$ cat config.mk
export PLATFORM = sky130hd
export DESIGN_NAME = branch_resolve_predict
export DESIGN_NICKNAME = d
export VERILOG_FILES = /design/src/rtl/branch_pkg.sv /design/src/rtl/bht_btb_table.sv /design/src/rtl/branch_resolve_predict.sv
export SDC_FILE = /design/constraint.sdc
export NUM_CORES = 2
export LEC_CHECK = 0
export BUFFER_PORTS_ARGS = -buffer_cell sky130_fd_sc_hd__buf_2
export CORE_ASPECT_RATIO = 2
export CORE_UTILIZATION = 29
export DETAILED_ROUTE_END_ITERATION = 8
export PLACE_DENSITY = 0.46
export SKIP_LAST_GASP = 1
export SLEW_MARGIN = 20
export SYNTH_ARGS = -nofsm -noshare
export SYNTH_HDL_FRONTEND = slang
export SYNTH_SLANG_ARGS = --single-unit
$ cat constraint.sdc
create_clock -name Clk -period 13.2 [get_ports Clk]
set_clock_uncertainty 0.2 [all_clocks]
set_input_delay 1.32 -clock Clk [delete_from_list [all_inputs] [get_ports Clk]]
set_output_delay 1.32 -clock Clk [all_outputs]
set_load 0.01 [all_outputs]
$ cat src/rtl/branch_pkg.sv
// Shared encodings for the branch unit: PCSrc selects, MIPS opcode/funct values,
// table FSM states and the 2-bit saturating counter step.
package branch_pkg;

    typedef enum logic [2:0] {
        PCSRC_SEQ     = 3'd0,
        PCSRC_BRANCH  = 3'd1,
        PCSRC_JUMP    = 3'd2,
        PCSRC_JR      = 3'd3,
        PCSRC_RECOVER = 3'd4
    } pcsrc_e;

    typedef enum logic {
        ST_INIT = 1'b0,
        ST_RUN  = 1'b1
    } tbl_state_e;

    localparam logic [5:0] OP_SPECIAL = 6'b000000;
    localparam logic [5:0] OP_REGIMM  = 6'b000001;
    localparam logic [5:0] OP_J       = 6'b000010;
    localparam logic [5:0] OP_JAL     = 6'b000011;
    localparam logic [5:0] OP_BEQ     = 6'b000100;
    localparam logic [5:0] OP_BNE     = 6'b000101;
    localparam logic [5:0] OP_BLEZ    = 6'b000110;
    localparam logic [5:0] OP_BGTZ    = 6'b000111;
    localparam logic [5:0] FUNCT_JR   = 6'b001000;

    localparam logic [1:0] CTR_INIT = 2'b01;
    localparam logic [1:0] CTR_MAX  = 2'b11;

    function automatic logic [1:0] ctr_step(input logic [1:0] ctr, input logic up);
        if (up)
            return (ctr == 2'b11) ? ctr : ctr + 2'b01;
        else
            return (ctr == 2'b00) ? ctr : ctr - 2'b01;
    endfunction

endpackage

$ cat src/rtl/bht_btb_table.sv
// Direct-mapped BHT/BTB storage: INIT sweep FSM, asynchronous lookup and
// training-read ports, one write port shared by counter and entry updates.
module bht_btb_table
    import branch_pkg::*;
#(
    parameter int PC_W    = 32,
    parameter int DEPTH   = 64,
    parameter int INDEX_W = $clog2(DEPTH),
    parameter int TAG_W   = PC_W - INDEX_W - 2
) (
    input  logic               Clk,
    input  logic               Reset_n,
    input  logic               Invalidate,
    output logic               busy,
    input  logic [INDEX_W-1:0] lk_idx,
    output logic               lk_valid,
    output logic [1:0]         lk_ctr,
    output logic [TAG_W-1:0]   lk_tag,
    output logic [PC_W-1:0]    lk_target,
    input  logic [INDEX_W-1:0] tr_idx,
    output logic [1:0]         tr_ctr,
    input  logic               wr_ctr_en,
    input  logic [1:0]         wr_ctr,
    input  logic               wr_entry_en,
    input  logic               wr_valid,
    input  logic [TAG_W-1:0]   wr_tag,
    input  logic [PC_W-1:0]    wr_target
);

    tbl_state_e         state_reg, state_next;
    logic [INDEX_W-1:0] ptr_reg, ptr_next;

    logic               valid_mem  [DEPTH];
    logic [1:0]         ctr_mem    [DEPTH];
    logic [TAG_W-1:0]   tag_mem    [DEPTH];
    logic [PC_W-1:0]    target_mem [DEPTH];

    always_ff @(posedge Clk or negedge Reset_n) begin
        if (!Reset_n) begin
            state_reg <= ST_INIT;
            ptr_reg   <= '0;
        end else begin
            state_reg <= state_next;
            ptr_reg   <= ptr_next;
        end
    end

    always_comb begin
        state_next = state_reg;
        ptr_next   = ptr_reg;
        case (state_reg)
            ST_INIT: begin
                ptr_next = ptr_reg + INDEX_W'(1);
                if (ptr_reg == INDEX_W'(DEPTH - 1)) begin
                    state_next = ST_RUN;
                    ptr_next   = '0;
                end
            end
            ST_RUN: begin
                if (Invalidate) begin
                    state_next = ST_INIT;
                    ptr_next   = '0;
                end
            end
            default: state_next = ST_INIT;
        endcase
    end

    assign busy = (state_reg == ST_INIT);

    // Training in the invalidating cycle is dropped; the sweep owns the write port in INIT.
    always_ff @(posedge Clk) begin
        if (state_reg == ST_INIT) begin
            valid_mem[ptr_reg] <= 1'b0;
            ctr_mem[ptr_reg]   <= CTR_INIT;
        end else if (!Invalidate) begin
            if (wr_ctr_en)
                ctr_mem[tr_idx] <= wr_ctr;
            if (wr_entry_en) begin
                valid_mem[tr_idx]  <= wr_valid;
                tag_mem[tr_idx]    <= wr_tag;
                target_mem[tr_idx] <= wr_target;
            end
        end
    end

    assign lk_valid  = valid_mem[lk_idx];
    assign lk_ctr    = ctr_mem[lk_idx];
    assign lk_tag    = tag_mem[lk_idx];
    assign lk_target = target_mem[lk_idx];
    assign tr_ctr    = ctr_mem[tr_idx];

endmodule

$ cat src/rtl/branch_resolve_predict.sv
// Branch unit top: fetch-side prediction lookup plus ID-stage resolve/train.
// Define BRANCH_STATS_EN to build the saturating BranchCount/MispredCount counters.
module branch_resolve_predict
    import branch_pkg::*;
#(
    parameter int PC_W   = 32,
    parameter int DATA_W = 32,
    parameter int DEPTH  = 64
) (
    input  logic              Clk,
    input  logic              Reset_n,
    input  logic              Invalidate,
    input  logic [PC_W-1:0]   FetchPC,
    output logic              PredTaken,
    output logic [PC_W-1:0]   PredTarget,
    input  logic              ResValid,
    input  logic [PC_W-1:0]   ResPC,
    input  logic [31:0]       Instruction,
    input  logic [DATA_W-1:0] ReadReg1,
    input  logic [DATA_W-1:0] ReadReg2,
    input  logic              ResPredTaken,
    input  logic [PC_W-1:0]   ResPredTarget,
    output logic [2:0]        PCSrc,
    output logic              Flush,
    output logic              RegWrite2BC,
    output logic              Busy,
    output logic [31:0]       BranchCount,
    output logic [31:0]       MispredCount
);

    localparam int INDEX_W = $clog2(DEPTH);
    localparam int TAG_W   = PC_W - INDEX_W - 2;

    logic               busy, run;
    logic               lk_valid;
    logic [1:0]         lk_ctr, tr_ctr, wr_ctr;
    logic [TAG_W-1:0]   lk_tag;
    logic [PC_W-1:0]    lk_target, wr_target;
    logic               wr_ctr_en, wr_entry_en, wr_valid;
    logic               unused_fetch_lsb;

    bht_btb_table #(
        .PC_W(PC_W), .DEPTH(DEPTH), .INDEX_W(INDEX_W), .TAG_W(TAG_W)
    ) u_table (
        .Clk(Clk), .Reset_n(Reset_n), .Invalidate(Invalidate), .busy(busy),
        .lk_idx(FetchPC[INDEX_W+1:2]), .lk_valid(lk_valid), .lk_ctr(lk_ctr),
        .lk_tag(lk_tag), .lk_target(lk_target),
        .tr_idx(ResPC[INDEX_W+1:2]), .tr_ctr(tr_ctr),
        .wr_ctr_en(wr_ctr_en), .wr_ctr(wr_ctr), .wr_entry_en(wr_entry_en),
        .wr_valid(wr_valid), .wr_tag(ResPC[PC_W-1:INDEX_W+2]), .wr_target(wr_target)
    );

    assign run              = ~busy;
    assign Busy             = busy;
    assign unused_fetch_lsb = ^FetchPC[1:0];

    assign PredTaken  = run & lk_valid & (lk_tag == FetchPC[PC_W-1:INDEX_W+2]) & lk_ctr[1];
    assign PredTarget = PredTaken ? lk_target : '0;

    logic [5:0]       opcode;
    logic [PC_W-1:0]  seq_pc, br_target, j_target;
    logic [PC_W+17:0] br_off;
    logic [PC_W+27:0] j_field, j_mask;
    logic             r1_neg, r1_zero;
    logic             is_cond, is_jump, is_jr, cond_taken;
    logic             hit_br, hit_j;
    pcsrc_e           pcsrc;

    assign opcode  = Instruction[31:26];
    assign seq_pc  = ResPC + PC_W'(4);
    assign br_off  = {{PC_W{Instruction[15]}}, Instruction[15:0], 2'b00};
    assign br_target = seq_pc + br_off[PC_W-1:0];
    // Widened so the region splice stays legal for any PC_W.
    assign j_field = {{PC_W{1'b0}}, Instruction[25:0], 2'b00};
    assign j_mask  = {{PC_W{1'b0}}, {28{1'b1}}};
    assign j_target = (seq_pc & ~j_mask[PC_W-1:0]) | j_field[PC_W-1:0];
    assign r1_neg  = ReadReg1[DATA_W-1];
    assign r1_zero = (ReadReg1 == '0);
    assign hit_br  = ResPredTaken & (ResPredTarget == br_target);
    assign hit_j   = ResPredTaken & (ResPredTarget == j_target);

    always_comb begin
        is_cond    = 1'b0;
        is_jump    = 1'b0;
        is_jr      = 1'b0;
        cond_taken = 1'b0;
        case (opcode)
            OP_REGIMM: begin
                is_cond    = 1'b1;
                cond_taken = Instruction[16] ? ~r1_neg : r1_neg;
            end
            OP_BEQ:  begin is_cond = 1'b1; cond_taken = (ReadReg1 == ReadReg2); end
            OP_BNE:  begin is_cond = 1'b1; cond_taken = (ReadReg1 != ReadReg2); end
            OP_BGTZ: begin is_cond = 1'b1; cond_taken = ~r1_neg & ~r1_zero; end
            OP_BLEZ: begin is_cond = 1'b1; cond_taken = r1_neg | r1_zero; end
            OP_J, OP_JAL: is_jump = 1'b1;
            OP_SPECIAL:   is_jr = (Instruction[5:0] == FUNCT_JR);
            default: ;
        endcase
    end

    always_comb begin
        pcsrc       = PCSRC_SEQ;
        wr_ctr_en   = 1'b0;
        wr_ctr      = tr_ctr;
        wr_entry_en = 1'b0;
        wr_valid    = 1'b0;
        wr_target   = br_target;
        if (ResValid && run) begin
            if (is_cond) begin
                wr_ctr_en = 1'b1;
                wr_ctr    = ctr_step(tr_ctr, cond_taken);
                if (cond_taken) begin
                    wr_entry_en = 1'b1;
                    wr_valid    = 1'b1;
                    pcsrc       = hit_br ? PCSRC_SEQ : PCSRC_BRANCH;
                end else if (ResPredTaken) begin
                    pcsrc = PCSRC_RECOVER;
                end
            end else if (is_jump) begin
                wr_ctr_en   = 1'b1;
                wr_ctr      = CTR_MAX;
                wr_entry_en = 1'b1;
                wr_valid    = 1'b1;
                wr_target   = j_target;
                pcsrc       = hit_j ? PCSRC_SEQ : PCSRC_JUMP;
            end else if (is_jr) begin
                pcsrc = PCSRC_JR;
            end else if (ResPredTaken) begin
                // Predicted-taken non-branch: an aliasing entry, evict it.
                wr_entry_en = 1'b1;
                pcsrc       = PCSRC_RECOVER;
            end
        end
    end

    assign PCSrc       = pcsrc;
    assign Flush       = (pcsrc != PCSRC_SEQ);
    assign RegWrite2BC = ResValid & run & (opcode == OP_JAL);

`ifdef BRANCH_STATS_EN
    logic [31:0] branch_count_reg, mispred_count_reg;

    always_ff @(posedge Clk or negedge Reset_n) begin
        if (!Reset_n) begin
            branch_count_reg  <= '0;
            mispred_count_reg <= '0;
        end else if (ResValid && run) begin
            if ((is_cond || is_jump || is_jr) && branch_count_reg != '1)
                branch_count_reg <= branch_count_reg + 32'd1;
            if (Flush && mispred_count_reg != '1)
                mispred_count_reg <= mispred_count_reg + 32'd1;
        end
    end

    assign BranchCount  = branch_count_reg;
    assign MispredCount = mispred_count_reg;
`else
    assign BranchCount  = '0;
    assign MispredCount = '0;
`endif

endmodule
==> results.md <==
### Cells and area
• sequential standard cell area: 114000 µm²
• number of fill cells in the layout: 48.5k
• multi-input logic area: 36000 µm²
• number of flip-flops under the largest register name: 2048
• Layout area overhead: 14.4%
• Top Registers: u_table.target_mem (2048), u_table.tag_mem (1536), u_table.ctr_mem (128)
• highest-count cells in the layout ignoring fill and taps: edfxtp_1 (3776), mux4_2 (1126), clkbuf_16 (334)
• Finished Layout Cells: 14.4k
• fraction of layout instances using a drive strength above 1: 29.7%
• most common library cell in the layout ignoring fill and taps: edfxtp_1
• largest register by flop count: u_table.target_mem
• Final Net Count: 7606

### Synthesis
• Seq/Total Area, Yosys: 75.3%
• netlist area before placement: 151000 µm²
• count of different cell masters after synthesis: 79
• asr flop ratio synth: 0.185%
• most frequently used flop master after synthesis: edfxtp_1
• #FFs+latches synth: 3783
• total number of yosys warnings: 0
• synthesized area divided by synthesized cell count: 21.9 µm²
• Gate Count Post-Synth: 6871
• EDFF count, synth: 3776

### Timing
• Setup violations, final: 0
• post-route minimum period: 9.95 ns
• Max Slew Vio Count: 0
• worst hold slack after final layout: 0.499 ns
• fin worst setup slack: 3.25 ns
• final sum of negative setup slack: 0 ns
• RSZ-0062 raised after global routing: no
• peak clock frequency supported by timing: 100 MHz
• slew margin rel.: 22.6%
• fraction of the cycle the final worst path needs: 75.4%
• final hold viol count: 0
• transition at the pin with the smallest max-transition slack: 1.16 ns

### Place
• detailed-placement wirelength estimate: 305 mm
• worst slack at placement: 3.09 ns
• # port buffers: 233
• DP Cell Count: 13.8k
• final weighted congestion in routability-driven placement: 0.885

### Die
• die extent in x: 512 µm
• num ports: 300
• Die H: 1.02 mm
• initial core utilization: 29.1%
• total die area: 523000 µm²
• placeable core region: 518000 µm²
• # rows: 374

### Clock network
• post-CTS sizing: 0
• post-CTS setup buffer count: 0
• later-pin clock latency in the skew report: 0.96 ns
• CTS Sinks: 3783
• number of buffers inserted for hold repair after clock tree synthesis: 1
• clock tree from TritonCTS: done
• clock-pin transition on the worst setup and hold timing paths: 0.07 ns
• Num CTS Buffers: 331
• CTS HTree Levels: 5
• CTS root buffer: clkbuf_16
• Clock Tree Buf Depth: 4

### Power
• leakage power total: 52.7 nW
• PD cells: 149 nW/µm²
• maximum vdd ir drop: 0.111 mV

### Setup path
• classification of the worst setup path: primary input to output pin
• family of cells with the greatest summed delay on the critical path: simple AND/OR/NAND/NOR gates
• CP Buf/Inv Count: 3
• Critical Path Source Type: primary input
• critical path endpoint category: output pin
• Worst Path Arrival: 8.43 ns
• cell breakdown of the critical path: buf_2, buf_4, nand3_1, nor2_1, or4b_2, xnor2_1, ha_1, nand2_1, nor4_1, or4b_2, nand3_1, a221oi_1, xor2_1, xnor2_1, or4_1, nor4_1, o21ai_1, buf_2
• slowest cell delay on critical path: 0.85 ns
• required time of the critical path: 11.68 ns
• Crit Path Max Fanout: 26
• slowest CP cell: nor2_1

### Detailed routing
• detailed-route wire length: 517 mm
• total number of vias: 74.9k
• Detail Route Antenna Nets: 0
• drt wl/cell: 35.8 µm
• Residual DRC: 0
• Detailed Routing Iterations Pass 1: 7
• First DRT Iteration DRCs: 8041
• detail-routed via count per cell: 5.19

### GRT
• via count of the first global-routing pass: 78.8k
• overflow left after global routing: 0
• overall global routing resource usage: 19.4%
• first-pass GRT wire length: 692 mm
• antenna violations before repair: 60
• maximum number of pins on one net before global-route repair: 105

### Run status
• outcome: finished clean

### Hold path
• path class of the lowest-slack min-delay path: flop to flop

### Job
• max_cap viols: 0

## through the flow
| stage | total power, W | utilization [%] | instance area, µm² |
|---|---|---|---|
| after floorplan | 0.0152 | - | 151000 |
| after CTS | 0.0259 | 33.3 | 173000 |
| final | 0.0257 | 33.3 | 173000 |
| after global placement | 0.0160 | 31.2 | 162000 |
| after global routing | 0.0264 | 33.3 | 173000 |
| after detailed placement | 0.0161 | 31.3 | 162000 |
## Yosys cell counts, types with 67 or more instances
cell / instances / area [µm²]
edfxtp_1: 3776 / 113000
mux4_2: 1126 / 25400
nor2_1: 261 / 980
nand2_1: 211 / 792
nand3_1: 67 / 335
mux2i_1: 94 / 941
a21oi_1: 70 / 350
o21ai_0: 103 / 515
buf_2: 101 / 505
xnor2_1: 120 / 1050
clkbuf_1: 184 / 691
buf_4: 96 / 721
## cell type report
| class | count | share of cell area (%) |
|---|---|---|
| Antenna cell | 14 | 0.0203 |
| Clock buffer | 402 | 4.99 |
| Clock inverter | 198 | 1.17 |
| Inverter | 30 | 0.0732 |
| Multi-Input combinational cell | 2701 | 20.9 |
| Sequential cell | 3783 | 65.8 |
| Tap cell | 6768 | 4.91 |
| Timing Repair Buffer | 525 | 2.19 |
## path summary, 6_finish.rpt
check                      slack [ns]               from  cells past startpoint                         end
min reg2reg                      0.50  u_table.state_reg                      2          u_table.ptr_reg[4]
max reg2reg                      8.22  u_table.state_reg                      9  u_table.target_mem[15][10]
min in group asynchronous        0.60            Reset_n                      2          u_table.ptr_reg[5]
min                              0.50  u_table.state_reg                      2          u_table.ptr_reg[4]
max                              3.25           ResPC[2]                     18                       Flush
max in group asynchronous       12.02            Reset_n                      2           u_table.state_reg
## power by group
group          internal, W  switching [W]
clock              0.00532        0.00459
combinational     0.000656        0.00147
sequential          0.0136      0.0000520
## layer usage
layer / vias to the layer above / share of wire [%] / routed length (µm) / track usage [%]
met5: - / 0.032 / 166 / 0
met4: 26 / 3.9 / 20100 / 6.89
met3: 685 / 5.3 / 27200 / 2.62
met2: 2673 / 54 / 281000 / 36.4
met1: 41698 / 37 / 189000 / 22.4
li1: 29820 / - / - / -
## worst reg2reg max path, stage by stage, from the launching register on
cell and delay [ns]:
dfrtp_1 0.32, buf_4 0.23, nand2_1 0.23, a211oi_1 0.38, o21ai_4 0.10, buf_4 0.32, or2_2 0.59, nor2_4 0.84
buf_4 0.59, buf_4 0.74
## kinds of logic after synthesis
logic type	Yosys count	synth area share, %
xor gates and xnor gates	186	1.13
buffers and inverters	450	1.53
AOI/OAI and AO/OA	380	1.66
other	1	0.00249
DFF	3783	75.3
adders and majority gates	38	0.319
muxes	1246	17.6
and+or+nand+nor	787	2.43
(Power assumes the default switching activity.)
